<file path="config.mk">
export PLATFORM = sky130hd
export DESIGN_NAME = vram_access_port
export DESIGN_NICKNAME = d
export VERILOG_FILES = /design/src/rtl/ppu_pkg.sv /design/src/rtl/palette_ram.sv /design/src/rtl/vram_access_port.sv
export SDC_FILE = /design/constraint.sdc
export NUM_CORES = 1
export LEC_CHECK = 0
export ABC_CLOCK_PERIOD_IN_PS = 3000
export BUFFER_PORTS_ARGS = -buffer_cell sky130_fd_sc_hd__buf_4
export CORE_ASPECT_RATIO = 1.5
export CORE_UTILIZATION = 59
export CTS_CLUSTER_DIAMETER = 50
export CTS_CLUSTER_SIZE = 40
export DETAILED_ROUTE_END_ITERATION = 7
export PLACE_DENSITY = 0.86
export SYNTH_ARGS = -nofsm -noshare
export SYNTH_HDL_FRONTEND = slang
export SYNTH_SLANG_ARGS = --single-unit
</file>
<file path="constraint.sdc">
create_clock -name clk -period 3 [get_ports clk]
set_clock_uncertainty 0.05 [all_clocks]
set_input_delay 0.45 -clock clk [delete_from_list [all_inputs] [get_ports clk]]
set_output_delay 0.45 -clock clk [all_outputs]
set_load 0.05 [all_outputs]
</file>
<file path="src/rtl/ppu_pkg.sv">
// ppu_pkg: shared definitions for the PPU CPU-side VRAM access port.
// Holds the $2007 access FSM state type, the register index map, the
// VRAM address increment steps and the CIRAM mirroring / palette alias
// helpers used by vram_access_port and palette_ram.
package ppu_pkg;

    // $2007 access sequencer: one idle state, one CIRAM access cycle.
    typedef enum logic [0:0] {
        ST_IDLE   = 1'b0,
        ST_ACCESS = 1'b1
    } acc_state_e;

    // CPU register indices ($2000 + index).
    localparam logic [2:0] REG_CTRL   = 3'd0;
    localparam logic [2:0] REG_STATUS = 3'd2;
    localparam logic [2:0] REG_ADDR   = 3'd6;
    localparam logic [2:0] REG_DATA   = 3'd7;

    // VRAM address step after each $2007 access (PPUCTRL bit 2).
    localparam logic [13:0] INC_ACROSS = 14'd1;
    localparam logic [13:0] INC_DOWN   = 14'd32;

    // Upper address bits of the palette window $3F00-$3FFF.
    localparam logic [5:0] PAL_PAGE = 6'h3F;

    // Fold a 14-bit PPU address onto the 2 KiB CIRAM. Address bits 11:10
    // select one of four logical nametables; the mirroring bit decides
    // which of the two picks the physical 1 KiB bank. $3000-$3EFF falls
    // out naturally because bit 12 is ignored.
    function automatic logic [10:0] fold_nt(input logic [13:0] v, input logic mirror_v);
        logic [10:0] a;
        if (mirror_v) begin
            a = {v[10], v[9:0]};
        end else begin
            a = {v[11], v[9:0]};
        end
        return a;
    endfunction

    // Sprite palette entry 0 of each group ($3F10/$14/$18/$1C) shares its
    // storage with the matching background entry ($3F00/$04/$08/$0C).
    function automatic logic [4:0] pal_alias(input logic [4:0] idx);
        logic [4:0] r;
        if (idx[1:0] == 2'b00) begin
            r = {1'b0, idx[3:0]};
        end else begin
            r = idx;
        end
        return r;
    endfunction

endpackage

</file>
<file path="src/rtl/palette_ram.sv">
// palette_ram: 32 x 6-bit PPU palette storage with aliased sprite
// backdrop entries. One synchronous write port (CPU $2007 writes) and two
// combinational read ports: one for the CPU $2007 read path and one for
// the renderer. Only instantiated when VRAM_PALETTE_EN is defined.
module palette_ram
    import ppu_pkg::*;
(
    input  logic       clk,
    input  logic       rst,
    input  logic       we,
    input  logic [4:0] waddr,
    input  logic [5:0] wdata,
    input  logic [4:0] cpu_raddr,
    output logic [5:0] cpu_rdata,
    input  logic [4:0] ren_raddr,
    output logic [5:0] ren_rdata
);

    logic [5:0] mem_r [32];

    // Palette storage; aliased indices collapse onto their background slot.
    always_ff @(posedge clk or posedge rst) begin
        if (rst) begin
            for (int i = 0; i < 32; i++) begin
                mem_r[i] <= 6'h00;
            end
        end else if (we) begin
            mem_r[pal_alias(waddr)] <= wdata;
        end
    end

    // Both read ports are asynchronous and apply the same alias decode.
    always_comb begin
        cpu_rdata = mem_r[pal_alias(cpu_raddr)];
        ren_rdata = mem_r[pal_alias(ren_raddr)];
    end

endmodule

</file>
<file path="src/rtl/vram_access_port.sv">
// vram_access_port: CPU-side VRAM access port of the PPU.
// Implements the PPUCTRL increment bit, the PPUADDR two-write latch and
// the buffered PPUDATA ($2007) path onto the 2 KiB CIRAM, whose
// address/WE/data pins are driven directly from registers.
// Build option: define VRAM_PALETTE_EN to add internal palette RAM at
// $3F00-$3FFF and the pal_raddr/pal_rdata renderer port. Without it the
// palette window is just another nametable mirror.
module vram_access_port
    import ppu_pkg::*;
#(
    parameter int AW = 14,
    parameter int CW = 11
) (
    input  logic          clk,
    input  logic          reset,
    input  logic          cpu_cs,
    input  logic          cpu_we,
    input  logic [2:0]    cpu_reg,
    input  logic [7:0]    cpu_din,
    output logic [7:0]    cpu_dout,
    output logic          cpu_dout_valid,
    output logic          ready,
    input  logic          mirror_v,
    output logic [CW-1:0] ciram_addr,
    output logic          ciram_we,
    output logic [7:0]    ciram_din,
    input  logic [7:0]    ciram_dout
`ifdef VRAM_PALETTE_EN
    ,
    input  logic [4:0]    pal_raddr,
    output logic [5:0]    pal_rdata
`endif
);

    // Architectural state
    acc_state_e    state_r;
    logic [AW-1:0] v_r;
    logic [AW-1:0] t_r;
    logic          w_r;
    logic          inc32_r;
    logic [7:0]    rd_buf_r;
    logic          pend_we_r;
    logic [7:0]    pend_din_r;

    // Output registers
    logic [7:0]    cpu_dout_r;
    logic          cpu_dout_valid_r;
    logic          ready_r;
    logic [CW-1:0] ciram_addr_r;
    logic          ciram_we_r;

    // Decoded strobes and address classification
    logic          strobe_s;
    logic          ctrl_wr_s;
    logic          status_rd_s;
    logic          addr_wr_s;
    logic          data_go_s;
    logic          access_s;
    logic          nt_region_s;
    logic          pal_region_s;
    logic [CW-1:0] fold_s;
    logic [AW-1:0] step_s;
    logic [7:0]    rd_data_s;
    logic [7:0]    refill_s;

`ifdef VRAM_PALETTE_EN
    logic          pal_we_s;
    logic [5:0]    pal_cpu_rdata_s;
`endif

    // Register strobe decode; anything arriving while busy is ignored.
    always_comb begin
        strobe_s    = cpu_cs & ready_r;
        ctrl_wr_s   = 1'b0;
        status_rd_s = 1'b0;
        addr_wr_s   = 1'b0;
        data_go_s   = 1'b0;
        if (strobe_s) begin
            case (cpu_reg)
                REG_CTRL:   ctrl_wr_s   = cpu_we;
                REG_STATUS: status_rd_s = ~cpu_we;
                REG_ADDR:   addr_wr_s   = cpu_we;
                REG_DATA:   data_go_s   = (state_r == ST_IDLE);
                default:    data_go_s   = 1'b0;
            endcase
        end else begin
            data_go_s = 1'b0;
        end
    end

    // Classify the current VRAM address and prepare the access datapath.
    always_comb begin
        access_s = (state_r == ST_ACCESS);
`ifdef VRAM_PALETTE_EN
        pal_region_s = (v_r[AW-1:8] == PAL_PAGE);
`else
        pal_region_s = 1'b0;
`endif
        // $2000-$3FFF minus the palette window (when present).
        nt_region_s = v_r[AW-1] & ~pal_region_s;
        // Palette reads refill from fold(v - $1000); bits 11:0 are
        // unchanged by that subtraction, so the same fold applies.
        fold_s      = fold_nt(v_r, mirror_v);
        if (inc32_r) begin
            step_s = INC_DOWN;
        end else begin
            step_s = INC_ACROSS;
        end
`ifdef VRAM_PALETTE_EN
        if (pal_region_s) begin
            rd_data_s = {2'b00, pal_cpu_rdata_s};
        end else begin
            rd_data_s = rd_buf_r;
        end
`else
        rd_data_s = rd_buf_r;
`endif
        // CHR space has no backing store here, so the buffer reads back zero.
        if (nt_region_s | pal_region_s) begin
            refill_s = ciram_dout;
        end else begin
            refill_s = 8'h00;
        end
    end

    // PPUCTRL increment bit, PPUADDR latch and the v/t address registers.
    always_ff @(posedge clk or posedge reset) begin
        if (reset) begin
            v_r     <= '0;
            t_r     <= '0;
            w_r     <= 1'b0;
            inc32_r <= 1'b0;
        end else begin
            if (ctrl_wr_s) begin
                inc32_r <= cpu_din[2];
            end
            if (status_rd_s) begin
                w_r <= 1'b0;
            end else if (addr_wr_s) begin
                if (!w_r) begin
                    t_r[AW-1:8] <= cpu_din[AW-9:0];
                    w_r         <= 1'b1;
                end else begin
                    t_r[7:0]    <= cpu_din;
                    v_r         <= {t_r[AW-1:8], cpu_din};
                    w_r         <= 1'b0;
                end
            end
            // ADDR writes cannot coincide with this: ready is low in ACCESS.
            if (access_s) begin
                v_r <= v_r + step_s;
            end
        end
    end

    // $2007 sequencer: accept a strobe in IDLE, spend one cycle in ACCESS.
    always_ff @(posedge clk or posedge reset) begin
        if (reset) begin
            state_r    <= ST_IDLE;
            ready_r    <= 1'b1;
            pend_we_r  <= 1'b0;
            pend_din_r <= 8'h00;
        end else begin
            case (state_r)
                ST_IDLE: begin
                    if (data_go_s) begin
                        state_r    <= ST_ACCESS;
                        ready_r    <= 1'b0;
                        pend_we_r  <= cpu_we;
                        pend_din_r <= cpu_din;
                    end
                end
                ST_ACCESS: begin
                    state_r <= ST_IDLE;
                    ready_r <= 1'b1;
                end
                default: begin
                    state_r <= ST_IDLE;
                    ready_r <= 1'b1;
                end
            endcase
        end
    end

    // CIRAM pins: address and WE are set up at the strobe edge so the
    // RAM sees a stable access at the following negedge; WE lasts one cycle.
    always_ff @(posedge clk or posedge reset) begin
        if (reset) begin
            ciram_addr_r <= '0;
            ciram_we_r   <= 1'b0;
        end else if (data_go_s) begin
            ciram_addr_r <= fold_s;
            ciram_we_r   <= cpu_we & nt_region_s;
        end else begin
            ciram_we_r   <= 1'b0;
        end
    end

    // Read return: hand out the old buffer (or palette data) and refill it.
    always_ff @(posedge clk or posedge reset) begin
        if (reset) begin
            cpu_dout_r       <= 8'h00;
            cpu_dout_valid_r <= 1'b0;
            rd_buf_r         <= 8'h00;
        end else if (access_s && !pend_we_r) begin
            cpu_dout_r       <= rd_data_s;
            cpu_dout_valid_r <= 1'b1;
            rd_buf_r         <= refill_s;
        end else begin
            cpu_dout_valid_r <= 1'b0;
        end
    end

`ifdef VRAM_PALETTE_EN
    // Palette writes commit at the end of the access cycle.
    always_comb begin
        pal_we_s = access_s & pend_we_r & pal_region_s;
    end

    palette_ram u_palette_ram (
        .clk       (clk),
        .rst       (reset),
        .we        (pal_we_s),
        .waddr     (v_r[4:0]),
        .wdata     (pend_din_r[5:0]),
        .cpu_raddr (v_r[4:0]),
        .cpu_rdata (pal_cpu_rdata_s),
        .ren_raddr (pal_raddr),
        .ren_rdata (pal_rdata)
    );
`endif

    assign cpu_dout       = cpu_dout_r;
    assign cpu_dout_valid = cpu_dout_valid_r;
    assign ready          = ready_r;
    assign ciram_addr     = ciram_addr_r;
    assign ciram_we       = ciram_we_r;
    // The pending write data register is the CIRAM data pin.
    assign ciram_din      = pend_din_r;

endmodule

</file>
== Word level (Yosys, flattened, before mapping) ==
Index checks and enable logic that the tools add are counted.

* $add $sub $neg: 1
* Eq/ne operators: 5
* Muxes and demuxes: 24
* Bitwise logic cells: 6
* Reduce and logical (&&, ||, !) cells: 9

{| class="wikitable"
|+ Operators with widths
! operator !! number
|-
| $mux W14 || 4
|-
| $mux W1 || 15
|-
| $add A14 B14 Y14 || 1
|-
| $mux W11 || 1
|-
| $mux W8 || 1
|-
| $eq A3 B3 Y1 const B || 2
|-
| $mux W6 || 1
|-
| $reduce_and A3 Y1 || 2
|-
| $reduce_bool A2 Y1 || 3
|-
| $ne A2 B2 Y1 const B || 2
|-
| $not A1 Y1 || 4
|-
| $pmux W1 S2 || 2
|-
| $eq A3 B2 Y1 const B || 1
|-
| $logic_not A3 Y1 || 1
|-
| $and A1 B1 Y1 || 2
|-
| $reduce_and A2 Y1 || 1
|-
| $logic_and A1 B1 Y1 || 1
|-
| $logic_not A1 Y1 || 1
|}

* Bits in registers: 62
* Word-level logic and storage cells: 58

== Logic depth before layout (Yosys ltp) ==
Gate-level depths: netlist of the first run.

* Word-level depth: 6
* Depth in mapped cells: 7
* Mapped depth without buffers: 7

== Least setup slack after synthesis of the first run ==
No wires, ideal clock.

* Kind: flip-flop to flip-flop
* Start point: register ready_r (netlist: ready)
* End point: register pend_din_r[0] (netlist: ciram_din[0])
* Setup time: 0.125 ns
* Arrival time: 1.775 ns
* Data required time: 2.825 ns
* Path slack: 1.050 ns
* Cell stages (with the launch flop): 5
* Buffers on the path: 1
* Period minus slack after synthesis: 1.950 ns
* Cells stage by stage: dfstp_2 -> nand2_1 -> nor4_4 -> buf_6 -> mux2_2

* Cells in the longest elaborated chain, start to end: 3

{| class="wikitable"
|+ Ends and longest elaborated chain
! element !! RTL line !! text
|-
| start, declared || vram_access_port.sv:48 || <nowiki>logic ready_r;</nowiki>
|-
| start signal, assigned || vram_access_port.sv:160 || <nowiki>ready_r <= 1'b1;</nowiki>
|-
| start signal, assigned || vram_access_port.sv:168 || <nowiki>ready_r <= 1'b0;</nowiki>
|-
| start signal, assigned || vram_access_port.sv:175 || <nowiki>ready_r <= 1'b1;</nowiki>
|-
| $and A1 B1 Y1 || vram_access_port.sv:73 || <nowiki>strobe_s = cpu_cs & ready_r;</nowiki>
|-
| $mux W1 || vram_access_port.sv:78 || <nowiki>if (strobe_s) begin</nowiki>
|-
| $reduce_and A2 Y1 (no line) || - ||
|-
| end signal, assigned || vram_access_port.sv:170 || <nowiki>pend_din_r <= cpu_din;</nowiki>
|-
| end, declared || vram_access_port.sv:43 || <nowiki>logic [7:0] pend_din_r;</nowiki>
|}

Every way passes these cells.
A chain may end at the register's enable or synchronous reset.

== Worst setup path in the final report of the first run ==
* Start point: register ready_r (netlist: ready)
* End point: register ciram_addr_r[6] (netlist: ciram_addr[6])

* Cells in the longest elaborated chain, start to end: 2

{| class="wikitable"
|+ Ends and longest elaborated chain
! element !! RTL line !! text
|-
| $and A1 B1 Y1 || vram_access_port.sv:73 ||
|-
| $mux W1 || vram_access_port.sv:78 ||
|-
| end signal, assigned || vram_access_port.sv:192 || <nowiki>ciram_addr_r <= fold_s;</nowiki>
|-
| end, declared || vram_access_port.sv:49 || <nowiki>logic [CW-1:0] ciram_addr_r;</nowiki>
|}

Every way passes these cells.

==> impl_results.md, run 1 <==
- Req. time, crit path: 3.17 ns
- Sink Count: 62
- Mapped Cells: 231
- Synth-to-layout area growth: 23.5%
- Global Route Usage Sum: 0.257
- Yosys warning count: 0
- Final Critical Period: 2.02 ns
- Slew @ Worst Pin: 0.558 ns
- Met1 Usage GRT: 0.278
- Drt pass-1 iters: 4
- CP Launch Type: flop
- Hold WS: 0.0145 ns
- Iteration-0 DRC Markers: 115
- Max_cap viols: 0
- Design Area, Final: 3470 um2
- Initial antenna violation count: 0
- Seq/Total Area, Yosys: 0.553
- Post-CTS Setup Bufs: 0
- Crit path from: ready
- Chip height: 86.5 um
- GRT Max-Usage Layer: met2
- Syn_nets: 258
- Worst r2r path cells: 4
- Top cells by area, synth: dfrtp_1 (54%), mux2_2 (13%), mux2i_1 (4.6%), nand2_1 (3.1%), o21ai_0 (2.9%)
- Worst path cell trace: nand2_1 > nor4_4 > buf_4 > mux2_2
- Worst hold path class: in -> async
- Max-slew headroom: 0.626
- DP HPWL: 4020 um
- Number of hold buffers added after CTS: 0
- # diodes: 0
- RePlAce Congestion: 0.826
- Slew Limit Fails: 0
- Clock-pin slew on the worst setup and hold paths: 0.06 ns
- Starting Density: 0.618
- Vias in the first global route: 2061
- Final period utilization: 0.675
- H-Tree Depth: 3
- Port buffer count: 53
- RSZ-0062 raised after global routing: false
- First-pass GRT wire length: 9370 um
- # IOs: 54
- Share of cells above drive strength 1: 0.386
- GR Util met3: 0.0493
- Biggest cell delay along the critical path: 0.61 ns
- CTS tree: built
- FP Rows: 30
- Clock root cell: clkbuf_8
- GR Overflow Total: 0
- Num CTS Buffers: 9
- Final hold vios: 0
- Core ar.: 4540 um2
- P_leak: 1.64 nW
- Largest net degree at the start of global routing: 29
- CP max stage cell: dfstp_2
- Via count: 2051
- CTS resizes: 0
- Seq cells post-synth: 62
- DRC errors left: 0
- Met2 GRT Util: 0.434
- Setup crit end kind: flop
- Die Area: 5050 um2
- Crit Path Max Fanout: 19
- Power density over the cells: 1130 nW/um2
- Placed instance area: 3270 um2
- Die width: 58.3 um
- Area share of the largest cell type after synthesis: 0.543
- Syn avg cell area: 12.2 um2
- Worst skew pair latency: 0.34 ns
- Crit path kind: reg -> reg
- RR Startpoint: ready
- Setup tns final: 0 ns
- Status: finished clean
- F_max: 494 MHz
- Post-route ant nets: 0
- Final net count: 317
- Fill cells: 327
- CP arrival: 2.19 ns
- Final WL: 5530 um
- Final setup viols: 0
- Synth unique cells: 42
- Post-Synthesis Cell Area: 2810 um2
- Drt wl/cell: 15.4 um
- Post-synth top area cell: dfrtp_1
- DR vias/cell: 5.71
- Fin util: 0.764
- VDD IR max: 0.781 mV
- Deepest clock path buffer count: 2
-- synth_stat cells (all sizes together) --
| cell | instances |
|---|---|
| o21a | 2 |
| o21ai | 16 |
| nand2b | 1 |
| nand3 | 7 |
| and3 | 7 |
| a41oi | 1 |
| nand2 | 23 |
| a41o | 1 |
| a21o | 2 |
| a211oi | 2 |
| mux2i | 13 |
| a31oi | 3 |
| o221a | 1 |
| dfrtp | 61 |
| nand4b | 2 |
| nor4 | 1 |
| and4b | 1 |
| a21oi | 6 |
| xnor2 | 5 |
| o211ai | 2 |
| or3 | 1 |
| or2 | 1 |
| inv | 9 |
| and4 | 2 |
| nor2b | 1 |
| buf | 5 |
| xor2 | 1 |
| nor3 | 3 |
| o32ai | 1 |
| nand3b | 1 |
| dfstp | 1 |
| o22a | 1 |
| ha | 3 |
| nor2 | 4 |
| mux2 | 33 |
| a32o | 1 |
| clkbuf | 5 |
| o22ai | 1 |
-- layout by cell type (no fill, tap or decap), types with 2 or more instances in the layout --
master and n:
xnor2_1 5, a31oi_1 3, buf_4 58, a21o_1 2
a211oi_1 2, ha_1 3, mux2_2 33, clkbuf_8 11
o211ai_1 2, clkinv_2 3, nor2_1 3, and4_1 2
dfrtp_1 61, o21a_1 2, nand2_1 23, nor3_1 2
inv_1 8, nand3_1 7, a21oi_1 6, o21ai_0 16
and3_1 7, mux2i_1 13
-- metrics by stage --
step	cells	power, W	setup slack (ns)
after floorplan	231	0.00266	0.960
after global placement	343	0.00313	1.00
after detailed placement	343	0.00320	0.971
after CTS	359	0.00394	0.926
after global routing	359	0.00412	0.845
final	359	0.00390	0.975
-- registers in the layout (all words and copies together) (netlist names) --
name	count
ready	1
t_r	6
cpu_dout_valid	1
ciram_din	8
rd_buf_r	8
v_r	14
ciram_we	1
inc32_r	1
w_r	1
cpu_dout	8
ciram_addr	11
access_s	1
pend_we_r	1
-- final timing paths --
path	to	slack, ns
setup / recovery	ciram_addr[6]	0.98
setup reg to reg	ciram_addr[6]	0.98
min in group clk	inc32_r	0.31
max in group asynchronous	ciram_addr[4]	2.23
hold / removal	v_r[9]	0.01
hold reg to reg	rd_buf_r[7]	0.43
-- cells by family after synthesis --
family / after synthesis / share of synthesized area
compound gates: 40 / 0.0900
simple gates: 55 / 0.114
flops: 62 / 0.553
xor+xnor: 6 / 0.0187
fa+ha+maj: 3 / 0.0134
mux: 46 / 0.179
buf+inv: 19 / 0.0321
-- worst max-delay path: cells and delay by family, from the launching register on --
family | cells | cell delay (ns)
muxes | 1 | 0.37
DFF | 1 | 0.61
buffers and inverters | 1 | 0.34
and+or+nand+nor | 2 | 0.53
-- where the power goes --
| group | leakage, nW | total, W | switching, W | internal (W) |
|---|---|---|---|---|
| Clock | 0.106 | 0.000722 | 0.000298 | 0.000424 |
| Combinational | 0.765 | 0.00167 | 0.00105 | 0.000617 |
| Sequential | 0.765 | 0.00151 | 0.000301 | 0.00121 |
-- routing by layer --
metal	vias to the layer above	wire (um)	part of all wire
met4	0	244	0.044
met5	-	0	0
li1	947	-	-
met3	18	307	0.056
met2	78	2950	0.53
met1	1008	2030	0.37
-- cell type report --
| type | instances | area (um2) | share of cell area |
|---|---|---|---|
| clock buffers | 12 | 155 | 0.0447 |
| clock inverters | 4 | 45.0 | 0.0130 |
| inverters | 9 | 33.8 | 0.00974 |
| multi-input cells | 150 | 1170 | 0.336 |
| flip-flops and latches | 62 | 1550 | 0.448 |
| well taps | 64 | 80.1 | 0.0231 |
| repair buffers | 58 | 435 | 0.126 |
Power figures use the tool's default switching activity.
==> inputs of run 2 (changes only) <==
--- a/config.mk
+++ b/config.mk
@@ -5,14 +5,14 @@
 export SDC_FILE = /design/constraint.sdc
 export NUM_CORES = 1
 export LEC_CHECK = 0
-export ABC_CLOCK_PERIOD_IN_PS = 3000
+export ABC_CLOCK_PERIOD_IN_PS = 2100
 export BUFFER_PORTS_ARGS = -buffer_cell sky130_fd_sc_hd__buf_4
 export CORE_ASPECT_RATIO = 1.5
-export CORE_UTILIZATION = 59
+export CORE_UTILIZATION = 55
 export CTS_CLUSTER_DIAMETER = 50
 export CTS_CLUSTER_SIZE = 40
 export DETAILED_ROUTE_END_ITERATION = 7
-export PLACE_DENSITY = 0.86
+export PLACE_DENSITY = 0.81
 export SYNTH_ARGS = -nofsm -noshare
 export SYNTH_HDL_FRONTEND = slang
 export SYNTH_SLANG_ARGS = --single-unit
==> constraint.sdc (replaced) <==
create_clock -name clk -period 2.1 [get_ports clk]
set_clock_uncertainty 0.05 [all_clocks]
set_input_delay 0.315 -clock clk [delete_from_list [all_inputs] [get_ports clk]]
set_output_delay 0.315 -clock clk [all_outputs]
set_load 0.05 [all_outputs]
==> run 2 against run 1 <==
Compared with the run above: final cell count increased by 0.84%; non-clock buffer count increased by 1; global-route usage decreased by 1.9 points; critical path depth increased by 3; hold slack improved by 0.16 ns; worst setup slack got worse by 0.82 ns; register-to-register slack got worse by 0.82 ns; combinational power increased by 42%; highest routed layer unchanged.
==> impl_results.md, run 2 (synthesized netlist as in run 1, its figures left out) <==
- Status: finished clean
- Final period utilization: 0.926 (+0.251)
- Stages on worst setup path: 7 (+3)
- Slew Limit Fails: 0 (unchanged)
- CP arrival: 2.12 ns (-0.07 ns)
- DP HPWL: 3990 um (-0.71%)
- Setup crit end kind: flop
- Iteration-0 DRC Markers: 65 (-43%)
- RSZ-0062 raised after global routing: false
- CP Launch Type: flop
- Fin util: 0.720 (-0.0432)
- Crit path buf inv count: 1 (unchanged)
- RePlAce Congestion: 0.806 (-2.5%)
- Power density over the cells: 1600 nW/um2 (+42%)
- Most flop-heavy register: v_r
- Initial antenna violation count: 0 (unchanged)
- Drt wl/cell: 15.2 um (-1.3%)
- GR Overflow Total: 0 (unchanged)
- Slew @ Worst Pin: 0.572 ns (+0.0146 ns)
- Most common cell on crit path: ha_1
- Final setup viols: 0 (unchanged)
- Worst r2r path cells: 7 (+3)
- Clock-pin slew on the worst setup and hold paths: 0.07 ns (about the same)
- Clock Power Share: 0.200 (+0.015)
- Multi-input logic area: 1170 um2 (unchanged)
- DR vias/cell: 5.42 (-5.1%)
- Final WL: 5500 um (-0.51%)
- Crit path kind: reg -> reg
- CTS resizes: 0 (unchanged)
- Final net count: 318 (+0.32%)
- Worst path cell trace: inv_1 > ha_1 > ha_1 > and3_1 > a31oi_1 > or2_2 > o221a_2
- CP Capture Point: v_r[12]
- Share of cells above drive strength 1: 0.382 (-0.00468)
- Post-CTS Setup Bufs: 0 (unchanged)
- Num CTS Buffers: 9 (unchanged)
- DRC errors left: 0 (unchanged)
- Number of hold buffers added after CTS: 1 (+1)
- Worst skew pair latency: 0.34 ns (about the same)
- Combinational power share: 0.420 (-0.007)
- P_sw: 0.00232 W (+41%)
- Largest net degree at the start of global routing: 37 (+28%)
- Switching Share: 0.412 (-0.0103)
- H-Tree Depth: 3 (unchanged)
- Commonest cells after routing, fill and taps aside: dfrtp_1 (61), buf_4 (56), mux2_2 (33), nand2_1 (23), o21ai_0 (16)
- R2R Path End: v_r[12]
- Crit Path Max Fanout: 5 (-14)
- Global Route Usage Sum: 0.237 (-0.0194)
- Fill cells: 397 (+21%)
- # IOs: 54 (unchanged)
- Core ar.: 4890 um2 (+7.6%)
- Post-route ant nets: 0 (unchanged)
- Hold_sp: cpu_din[7]
- P_int: 0.00331 W (+47%)
- Deepest clock path buffer count: 2 (unchanged)
- Flop pwr share: 0.380 (-0.008)
- R2R Setup Slk: 0.16 ns (-0.82 ns)
- Clock root cell: clkbuf_8
- Setup tns final: 0 ns (unchanged)
- Starting Density: 0.575 (-0.0437)
- Max-slew headroom: 0.618 (-0.00827)
- CTS tree: built
- RR Startpoint: inc32_r
- Crit path from: inc32_r
- Register area: 1550 um2 (unchanged)
- FP Rows: 31 (+3.3%)
- Chip height: 89.5 um (+3.5%)
- Commonest non-fill, non-tap cell in the layout: dfrtp_1
- F_max: 514 MHz (+4.1%)
- Via count: 1962 (-4.3%)
- First-pass GRT wire length: 9110 um (-2.7%)
- Largest register FFs: 14 (unchanged)
- P_leak: 1.65 nW (+1.0%)
- Port buffer count: 53 (unchanged)
- Die width: 60.4 um (+3.5%)
- CP top delay family: simple AND/OR/NAND/NOR gates
- Final hold vios: 0 (unchanged)
- Final Critical Period: 1.94 ns (-0.0806 ns)
- Req. time, crit path: 2.28 ns (-0.89 ns)
- VDD IR max: 1.32 mV (+69%)
- Die Area: 5400 um2 (+7.1%)
- Synth-to-layout area growth: 25.3%
- Sink Count: 62 (unchanged)
- Max_cap viols: 0 (unchanged)
- CP max stage cell: dfrtp_1
- # diodes: 0 (unchanged)
- Worst hold path class: in -> reg
- Vias in the first global route: 1959 (-4.9%)
- Drt pass-1 iters: 4 (unchanged)
- Biggest cell delay along the critical path: 0.38 ns (-0.23 ns)
[run 2: cell types whose count changed in the layout (fill, tap and decap cells not counted), sizes merged]
cell	previous run	this run
dlygate4sd3	0	1
bufinv	1	2
clkinv	3	2
[run 2: per-layer routing]
layer	routed length, um	part of all wire	GRT usage
met4	106	0.019	0.110
met5	0	0	0
met2	2900	0.53	0.399
met1	2280	0.42	0.272
met3	214	0.039	0.0724
[run 2: cell type report]
type | instances | area share
clock inverter | 4 | 0.0199
timing repair buffer | 59 | 0.134
clock buffer | 12 | 0.0412
sequential | 62 | 0.441
tap | 66 | 0.0235
multi-input combinational | 150 | 0.331
inverter | 9 | 0.00959
[run 2: power by group through the flow]
stage	clock (W)	combinational, W	sequential, W
finish	0.00113	0.00237	0.00214
global route	0.00121	0.00254	0.00223
CTS	0.00115	0.00239	0.00214
detailed placement	0	0.00238	0.00216
global placement	0	0.00233	0.00213
floorplan	0	0.000842	0.00296
[run 2: metrics by stage]
step	instances	setup WS, ns	instance area (um2)	hold slack (ns)	power (W)
floorplan	231	0.150	2810	0.382	0.00381
global placement	345	0.214	3300	0.357	0.00446
detailed placement	345	0.154	3300	0.360	0.00454
CTS	362	0.150	3520	0.162	0.00568
global route	362	0.0336	3520	0.154	0.00598
finish	362	0.156	3520	0.174	0.00564
[run 2: worst min-delay path by stage]
stage	to	cells past startpoint	slack, ns
2_1_floorplan	inc32_r	2	0.38
3_3_place_gp	ciram_addr[10]	2	0.36
3_5_place_dp	ciram_addr[10]	2	0.36
4_1_cts	ciram_din[7]	2	0.16
5_1_grt	ciram_din[7]	2	0.15
6_report	ciram_din[7]	2	0.17
